## src/rtl/mem_bus_arbiter.sv

```systemverilog
// ============================================================================
// Module      : mem_bus_arbiter
// Description : Two-port round-robin arbiter for a single 16-bit-address,
//               8-bit-data memory bus. A three-state FSM (IDLE/ACCESS/DONE)
//               owns the bus for WAIT_STATES+1 access cycles, then pulses
//               the winner's ack for one cycle. All outputs are registered.
// Revision    : 1.0 - initial release
// ============================================================================
`default_nettype none

module mem_bus_arbiter #(
    // Extra memory cycles per access; the access counter is 4 bits wide,
    // so legal values are 0..15.
    parameter int WAIT_STATES = 1
) (
    input  logic        clk_in,
    input  logic        reset,

    // Port 0: CPU control unit
    input  logic        p0_req,
    input  logic        p0_we,
    input  logic [15:0] p0_addr,
    input  logic [7:0]  p0_wdata,
    output logic        p0_gnt,
    output logic        p0_ack,
    output logic [7:0]  p0_rdata,

    // Port 1: debug step / DMA
    input  logic        p1_req,
    input  logic        p1_we,
    input  logic [15:0] p1_addr,
    input  logic [7:0]  p1_wdata,
    output logic        p1_gnt,
    output logic        p1_ack,
    output logic [7:0]  p1_rdata,

    // Memory side
    output logic        mem_en,
    output logic        mem_we,
    output logic [15:0] mem_addr,
    output logic [7:0]  mem_wdata,
    input  logic [7:0]  mem_rdata,

    output logic        busy
);

    localparam logic [3:0] C_WAIT_LOAD = 4'(WAIT_STATES);

    typedef enum logic [1:0] {
        ST_IDLE   = 2'd0,
        ST_ACCESS = 2'd1,
        ST_DONE   = 2'd2
    } state_t;

    state_t      state_q;
    logic        last_q;      // port served most recently (1 = port 1)
    logic        owner_q;     // port owning the access in flight
    logic        we_q;        // latched write enable of the access in flight
    logic [3:0]  cnt_q;       // remaining ACCESS cycles after the current one

    logic        p0_gnt_q,  p1_gnt_q;
    logic        p0_ack_q,  p1_ack_q;
    logic [7:0]  p0_rdata_q, p1_rdata_q;
    logic        mem_en_q,  mem_we_q;
    logic [15:0] mem_addr_q;
    logic [7:0]  mem_wdata_q;
    logic        busy_q;

    // Arbitration result and the winner's request fields.
    logic        any_req_d;
    logic        win_d;
    logic        sel_we_d;
    logic [15:0] sel_addr_d;
    logic [7:0]  sel_wdata_d;

    // Pick the winner: a lone requester wins; on a tie the port not served
    // last wins, so a held request can never be starved.
    always_comb begin
        any_req_d   = p0_req | p1_req;
        win_d       = (p0_req & p1_req) ? ~last_q : ~p0_req;
        sel_we_d    = win_d ? p1_we    : p0_we;
        sel_addr_d  = win_d ? p1_addr  : p0_addr;
        sel_wdata_d = win_d ? p1_wdata : p0_wdata;
    end

    // Bus FSM with all outputs registered alongside the state.
    always_ff @(posedge clk_in) begin
        if (reset) begin
            state_q     <= ST_IDLE;
            last_q      <= 1'b1;
            owner_q     <= 1'b0;
            we_q        <= 1'b0;
            cnt_q       <= 4'd0;
            p0_gnt_q    <= 1'b0;
            p1_gnt_q    <= 1'b0;
            p0_ack_q    <= 1'b0;
            p1_ack_q    <= 1'b0;
            p0_rdata_q  <= 8'h00;
            p1_rdata_q  <= 8'h00;
            mem_en_q    <= 1'b0;
            mem_we_q    <= 1'b0;
            mem_addr_q  <= 16'h0000;
            mem_wdata_q <= 8'h00;
            busy_q      <= 1'b0;
        end else begin
            case (state_q)
                ST_IDLE: begin
                    p0_ack_q <= 1'b0;
                    p1_ack_q <= 1'b0;
                    if (any_req_d) begin
                        // Latch the winner's request; the memory-side
                        // registers double as the latched address/data.
                        state_q     <= ST_ACCESS;
                        last_q      <= win_d;
                        owner_q     <= win_d;
                        we_q        <= sel_we_d;
                        cnt_q       <= C_WAIT_LOAD;
                        p0_gnt_q    <= ~win_d;
                        p1_gnt_q    <= win_d;
                        mem_en_q    <= 1'b1;
                        mem_we_q    <= sel_we_d;
                        mem_addr_q  <= sel_addr_d;
                        mem_wdata_q <= sel_wdata_d;
                        busy_q      <= 1'b1;
                    end
                end

                ST_ACCESS: begin
                    if (cnt_q == 4'd0) begin
                        // Last access cycle: mem_rdata is valid now.
                        if (!we_q) begin
                            if (owner_q) begin
                                p1_rdata_q <= mem_rdata;
                            end else begin
                                p0_rdata_q <= mem_rdata;
                            end
                        end
                        state_q  <= ST_DONE;
                        p0_gnt_q <= 1'b0;
                        p1_gnt_q <= 1'b0;
                        p0_ack_q <= ~owner_q;
                        p1_ack_q <= owner_q;
                        mem_en_q <= 1'b0;
                        mem_we_q <= 1'b0;
                    end else begin
                        cnt_q <= cnt_q - 4'd1;
                    end
                end

                ST_DONE: begin
                    // Ack lasts exactly one cycle; requests are not looked
                    // at here, only in the following IDLE cycle.
                    state_q  <= ST_IDLE;
                    p0_ack_q <= 1'b0;
                    p1_ack_q <= 1'b0;
                    busy_q   <= 1'b0;
                end

                default: begin
                    state_q  <= ST_IDLE;
                    p0_gnt_q <= 1'b0;
                    p1_gnt_q <= 1'b0;
                    p0_ack_q <= 1'b0;
                    p1_ack_q <= 1'b0;
                    mem_en_q <= 1'b0;
                    mem_we_q <= 1'b0;
                    busy_q   <= 1'b0;
                end
            endcase
        end
    end

    assign p0_gnt    = p0_gnt_q;
    assign p1_gnt    = p1_gnt_q;
    assign p0_ack    = p0_ack_q;
    assign p1_ack    = p1_ack_q;
    assign p0_rdata  = p0_rdata_q;
    assign p1_rdata  = p1_rdata_q;
    assign mem_en    = mem_en_q;
    assign mem_we    = mem_we_q;
    assign mem_addr  = mem_addr_q;
    assign mem_wdata = mem_wdata_q;
    assign busy      = busy_q;

endmodule

`default_nettype wire

```

## config.mk

```make
export PLATFORM = sky130hd
export DESIGN_NAME = mem_bus_arbiter
export DESIGN_NICKNAME = d
export VERILOG_FILES = /design/src/rtl/mem_bus_arbiter.sv
export SDC_FILE = /design/constraint.sdc
export NUM_CORES = 1
export LEC_CHECK = 0
export CAP_MARGIN = 10
export CORE_AREA = 10 10 84 122
export CTS_CLUSTER_DIAMETER = 50
export DETAILED_ROUTE_END_ITERATION = 7
export DIE_AREA = 0 0 94 132
export GPL_TIMING_DRIVEN = 1
export PLACE_DENSITY_LB_ADDON = 0.15
export SKIP_LAST_GASP = 1
export SYNTH_ARGS = -nofsm -noshare
export SYNTH_HDL_FRONTEND = slang
export SYNTH_SLANG_ARGS = --single-unit
```

## constraint.sdc

```tcl
create_clock -name clk_in -period 1.7 [get_ports clk_in]
set_clock_uncertainty 0.1 [all_clocks]
set_input_delay 0.34 -clock clk_in [delete_from_list [all_inputs] [get_ports clk_in]]
set_output_delay 0.34 -clock clk_in [all_outputs]
set_load 0.005 [all_outputs]
```

==> key figures, run 1 <==
Timing
  – Max frequency: approximately 580 MHz
  – Final min period: approximately 1.7 ns
  – Final setup margin: -0.0341 ns
  – RSZ-0062 raised after global routing: yes
  – Final Hold Fails: 0
  – Fin Hold WS: ~0.36 ns
  – Final Setup Violations: 2
  – Relative slew slack: 68.9%
  – Slew @ Worst Pin: 0.465 ns
  – Fin crit share: 102%
  – Max-slew violations: 0

Pwr
  – Pwr dens: 906 nW/um^2
  – VDD IR-drop max: roughly 570 uV
  – Leak: 1.51 nW

Drt
  – Via/cell ratio: 5.09
  – # DRC: 0
  – Remaining antenna violation count after routing: 0
  – Iteration-0 DRC count of the detailed router: 70
  – Drt total wl: 8440 microns
  – First-pass DRT Iterations: 4
  – Vias: 2584
  – Wirelength per Cell: ~17 microns

Run status
  – Failing checks: negative setup slack
  – Status: finished, violations left

Yosys
  – FF+latch count, synth: between 50 and 60
  – Netlist Area Pre-Place: 2500 sq um
  – Post-Synth Adder-Cell Area: under 10%
  – Net Count, Synth: 351
  – Register area share after synthesis: roughly 45%
  – Xor and xnor area share after synthesis: 0%
  – Largest family of logic cells by synthesized area: compound AO/OA/AOI/OAI gates
  – Multiplexer share of the synthesized area: 6.81%
  – Ys flop type: dfxtp_1
  – Mean Syn Cell Area: 8.70 sq um
  – Synth cell types: 37
  – Cells after Synth: around 290
  – Compound-Gate Fraction of Synth Area: 24.3%
  – Synth Area in Simple Gates: 17.4%
  – Post-synth EDFFs: 0
  – Ys Warns: 0
  – Post-synth ARST share: 0%

Placed design
  – Post-DP HPWL: 6340 microns
  – Port Buf Inserts: 108
  – Placed Area: about 4000 sq um
  – Routability-driven placement congestion ratio: 0.761

CTS
  – H-tree levels: 2
  – CTS Buf Count: 5
  – CTS Root Cell: clkbuf_16
  – Post-CTS Setup Repair Bufs: 0
  – Reg clk slew, reported paths: approximately 0.07 ns
  – CTS tree: done
  – Worst-skew pair later-pin latency: 0.29 ns
  – CTS max path bufs: 2
  – Clk sinks: 56

Die
  – Die Span Y: 132 microns
  – Chip Width: between 90 and 100 microns
  – Initial Util: 31.2%
  – Rows: 40
  – Die area: 12400 sq um
  – Top Ports: 109
  – Core area: approximately 8000 sq um

Min path
  – Worst hold path depth: 2
  – Worst hold path type: register to register

Global routing
  – Vias in the first global route: 2708
  – Overall Global Routing Usage: around an eighth
  – Largest net degree at the start of global routing: 37
  – Initial antenna violation count: 0
  – First-pass GRT wire length: 13500 microns
  – Total grt overflow: 0

Critical path
  – R2r worst-path depth: 5
  – Critical Path Start Type: register
  – Crit-path max FO: 5
  – Crit Path Class: register to register
  – CP required: 1.79 ns
  – CP endpoint kind: register
  – Worst EP arrival: 1.82 ns

Finish
  – Share of layout cells above drive strength 1: 12.4%
  – ANT cells: 0
  – Design Area, Final: around 4000 sq um
  – Synthesis-to-finish area growth: 63.8%
  – Final core utilization: 51.1%
  – NumNets Final: between 400 and 500

Run
  – Max-cap violation count: 0
==> synth_stat cells, types with 2 or more instances <==
library cell   n  share of area (%)
a21oi_1       31                6.2
a311oi_1      24                8.4
buf_2          2               0.40
clkbuf_1      25                3.8
dfxtp_1       56                 45
ha_1           2                1.0
inv_1          6               0.90
mux2i_1       17                6.8
nand2_1       30                4.5
nand2b_1       4                1.0
nand3_1       24                4.8
nor2_1         4               0.60
nor2b_1        2               0.50
nor3_1         4               0.80
o211ai_1       2               0.60
o21ai_0       28                5.6
o32ai_1        3                1.1
or2_2          2               0.50
or3_1          2               0.50
or4_1          2               0.60
==> cell type report <==
class | instances | area [sq um]
clock buffer | 6 | 139
clock inverter | 2 | 15.0
fill | 803 | 3920
inverter | 6 | 22.5
multi-input combinational | 197 | 1270
sequential | 56 | 1120
tap | 105 | 131
timing repair buffer | 136 | 1390
==> power breakdown <==
group	internal, W	leakage (nW)	total [W]	switching (W)
registers	0.00146	0.461	0.00155	0.0000980
logic	0.000626	0.979	0.00109	0.000463
clock network	0.000587	0.0691	0.00106	0.000476
total	0.00267	1.51	0.00371	0.00104
==> logic make-up after synthesis <==
logic type / Yosys count
compound gates: 96
simple gates: 82
flops: 56
buf+inv: 34
mux: 17
fa+ha+maj: 2
==> path summary, 6_finish.rpt <==
kind | slack, ns | startpoint | to
worst max-delay path | -0.03 | cnt_q[1] | p0_rdata[5]
worst min-delay path | 0.36 | p1_rdata[1] | p1_rdata[1]
worst max register to register | -0.03 | cnt_q[1] | p0_rdata[5]
worst min register to register | 0.36 | p1_rdata[1] | p1_rdata[1]
==> per-layer routing <==
metal	up-vias	routed length (microns)	track usage (%)
li1	1292	-	-
met1	1215	3280	13.7
met2	70	4410	23.9
met3	7	670	4.96
met4	0	79	3.05
met5	-	0	0
==> flip-flops by register name, indices dropped and copies added, names as in the netlist <==
register	count
busy	1
cnt_q	4
last_q	1
mem_addr	16
mem_en	1
mem_wdata	8
mem_we	1
owner_q	1
p0_ack	1
p0_gnt	1
p0_rdata	8
p1_ack	1
p1_gnt	1
p1_rdata	8
state_q	2
we_q	1
==> cells in the final DEF (no fill, tap or decap), types with 3 or more instances in the layout <==
| cell type | count |
|---|---|
| clkdlybuf4s50_1 | 108 |
| dfxtp_1 | 55 |
| a21oi_1 | 31 |
| nand2_1 | 30 |
| o21ai_0 | 28 |
| nand3_1 | 24 |
| a311oi_1 | 24 |
| buf_4 | 20 |
| mux2i_1 | 17 |
| buf_12 | 8 |
| clkbuf_16 | 5 |
| inv_1 | 4 |
| nand2b_1 | 4 |
| nor3_1 | 4 |
| o32ai_1 | 3 |
==> what timing repair did <==
item / 4_1_cts / 5_1_grt
hold buffers: 0 / 0
resized for setup: 1 / 1
endpoints found under the setup margin: 10 / 16
pin swaps: 0 / 1
==> stage by stage <==
| stage | setup TNS, ns | worst slack (ns) | power (W) | cells |
|---|---|---|---|---|
| finish | -0.0674 | -0.0341 | 0.00371 | 508 |
| global route | -0.563 | -0.0857 | 0.00390 | 508 |
| CTS | -0.0558 | -0.0307 | 0.00375 | 508 |
| detailed placement | -4.07 | -0.165 | 0.00267 | 500 |
| global placement | -3.25 | -0.136 | 0.00266 | 500 |
| floorplan | -0.165 | -0.0442 | 0.00204 | 287 |
==> worst max-delay path: stages, from the launching register on <==
cell and delay, ns:
dfxtp_2 0.32, inv_2 0.07, ha_4 0.13, or3b_4 0.42, or4_4 0.46, mux2i_1 0.13
(Power assumes the default switching activity.)
==> run 2, diff against run 1 <==
- clock period: 1.7 -> 2.1 ns (I/O delays scaled with it)
==> key figures, run 2 (synthesis gave the netlist of run 1 again) <==
CTS
  – CTS Buf Count: 5 (unchanged)
  – H-tree levels: 2 (unchanged)
  – Worst-skew pair later-pin latency: 0.29 ns (about the same)
  – Post_cts resized: 0 (was 1)
  – CTS Root Cell: clkbuf_16 (unchanged)
  – Post-CTS Setup Repair Bufs: 0 (unchanged)
  – CTS max path bufs: 2 (unchanged)
  – Hold-fix buffers, CTS: 0 (unchanged)
  – Reg clk slew, reported paths: 0.07 ns (about the same)
  – CTS tree: done (unchanged)
  – Clk sinks: 56 (unchanged)

Timing
  – Max frequency: 500 MHz (was 577 MHz)
  – Final setup margin: 0.0989 ns (was -0.0341 ns)
  – Max-slew violations: 0 (unchanged)
  – Relative slew slack: 67.2% (was 68.9%)
  – Slew @ Worst Pin: 0.491 ns (was 0.465 ns)
  – Fin Hold WS: 0.359 ns (was 0.361 ns)
  – Fin crit share: 95.3% (was 102%)
  – TNS Setup: 0 ns (was -0.0674 ns)
  – RSZ-0062 raised after global routing: no (was yes)
  – Final min period: 2.00 ns (was 1.73 ns)
  – Final Hold Fails: 0 (unchanged)
  – Final Setup Violations: 0 (was 2)

Global routing
  – Overall Global Routing Usage: 13.1% (was 13.2%)
  – Total grt overflow: 0 (unchanged)
  – Largest net degree at the start of global routing: 37 (unchanged)
  – First-pass GRT wire length: 13500 microns (about the same)
  – Vias in the first global route: 2649 (was 2708)
  – Initial antenna violation count: 0 (unchanged)

Drt
  – Iteration-0 DRC count of the detailed router: 106 (was 70)
  – First-pass DRT Iterations: 4 (unchanged)
  – # DRC: 0 (unchanged)
  – Drt total wl: 8360 microns (was 8440 microns)
  – Via/cell ratio: 5.10 (was 5.09)
  – Wirelength per Cell: 16.8 microns (was 16.6 microns)
  – Remaining antenna violation count after routing: 0 (unchanged)
  – Vias: 2535 (was 2584)

Finish
  – Area occupied by multi-input gates: 1250 sq um (was 1270 sq um)
  – Design Area, Final: 3920 sq um (was 4090 sq um)
  – Most common cell after layout, fill and taps aside: clkdlybuf4s50_1 (unchanged)
  – Register Area: 1120 sq um (about the same)
  – Most frequent cells in the layout: clkdlybuf4s50_1 (108), dfxtp_1 (56), a21oi_1 (31), nand2_1 (30), o21ai_0 (28) (was clkdlybuf4s50_1 (108), dfxtp_1 (55), a21oi_1 (31), nand2_1 (30), o21ai_0 (28))
  – ANT cells: 0 (unchanged)
  – Synthesis-to-finish area growth: 57.1% (was 63.8%)
  – Non-Filler Instances: 497 (was 508)
  – NumNets Final: 455 (was 466)
  – Filler Cell Count: 798 (was 803)
  – Largest register FFs: 16 (unchanged)
  – Share of layout cells above drive strength 1: 8.67% (was 12.4%)

Critical path
  – Worst path top cell family by delay: simple AND/OR/NAND/NOR gates (unchanged)
  – CP endpoint kind: register (unchanged)
  – Worst path cell trace: inv_1 -> ha_1 -> or3b_1 -> or4_4 -> mux2i_1 (was inv_2 -> ha_4 -> or3b_4 -> or4_4 -> mux2i_1)
  – CP Buf/Inv Count: 1 (unchanged)
  – CP required: 2.18 ns (was 1.79 ns)
  – Crit-path max FO: 7 (was 5)
  – Critical Path Start Type: register (unchanged)
  – Crit Path Class: register to register (unchanged)
  – CP peak stage delay: 0.56 ns (was 0.46 ns)
  – Critical-path top delay cell: or4_4 (unchanged)
  – Worst EP arrival: 2.08 ns (was 1.82 ns)

Pwr
  – Clock power share: 28.4% (was 28.7%)
  – Switch Pwr: 0.000822 W (was 0.00104 W)
  – VDD IR-drop max: 345 uV (was 574 uV)
  – Sw Ratio: 28.4% (was 28.0%)
  – Pwr dens: 738 nW/um^2 (was 906 nW/um^2)
  – Sequential power share: 43.3% (was 41.9%)
  – Int Pwr: 0.00207 W (was 0.00267 W)
  – Leak: 1.44 nW (was 1.51 nW)
  – Comb power frac: 28.3% (was 29.4%)

Die
  – Die Span Y: 132 microns (unchanged)
  – Core area: 8010 sq um (unchanged)
  – Chip Width: 94 microns (unchanged)
  – Initial Util: 31.2% (unchanged)
  – Die area: 12400 sq um (unchanged)
  – Top Ports: 109 (unchanged)
  – Rows: 40 (unchanged)

Placed design
  – Port Buf Inserts: 108 (unchanged)
  – Routability-driven placement congestion ratio: 0.712 (was 0.761)
  – Pre-CTS WS: 0.101 ns (was -0.165 ns)
  – Post-DP HPWL: 6290 microns (was 6340 microns)
  – Cells after DPL: 489 (was 500)
  – Placed Area: 3780 sq um (was 3930 sq um)

Run status
  – Status: completed (was finished, violations left)

Run
  – Max-cap violation count: 0 (unchanged)

Min path
  – Worst hold path type: register to register (unchanged)
==> run 2: cell types whose count changed in the layout (fill, tap and decap cells not counted), sizes merged <==
cell and delta:
clkinv +3, buf -11, clkbuf -1, clkinvlp -2
==> run 2: worst paths after layout <==
check	slack (ns)	depth (start not counted)	to	start
worst max-delay path	0.1	5	p0_rdata[5]	cnt_q[0]
worst min-delay path	0.36	2	p1_rdata[4]	p1_rdata[4]
worst max register to register	0.1	5	p0_rdata[5]	cnt_q[0]
worst min register to register	0.36	2	p1_rdata[4]	p1_rdata[4]
==> run 2: area by class of cell <==
class,count,area share (%)
clock buffer,5,3.19
inverter,6,0.574
timing repair buffer,125,32.1
clock inverter,3,0.478
tap,105,3.35
multi-input combinational,197,31.8
sequential,56,28.6
==> run 2: power by group through the flow <==
stage	clock, W	combinational, W	sequential [W]
floorplan	0	0.000376	0.00127
global placement	0	0.000825	0.00128
detailed placement	0	0.000831	0.00128
CTS	0.000855	0.000834	0.00125
global route	0.000891	0.000899	0.00127
finish	0.000822	0.000818	0.00125
==> run 2: tightest hold or removal path: stages (launching register included) <==
cell and delay (ns):
dfxtp_1 0.31, nand2_1 0.05, mux2i_1 0.05
==> run 2: layer usage <==
metal | wire, microns | up-vias | GRT usage, %
met1 | 3350 | 1172 | 14.4
li1 | - | 1272 | -
met2 | 4190 | 79 | 22.3
met5 | 0 | - | 0
met4 | 119 | 0 | 3.73
met3 | 700 | 12 | 5.07
==> run 2: through the flow <==
step                utilization, %  power [W]
floorplan                        -    0.00164
global placement              47.2    0.00210
detailed placement            47.2    0.00211
CTS                           49.0    0.00294
global route                  49.0    0.00306
finish                        49.0    0.00289
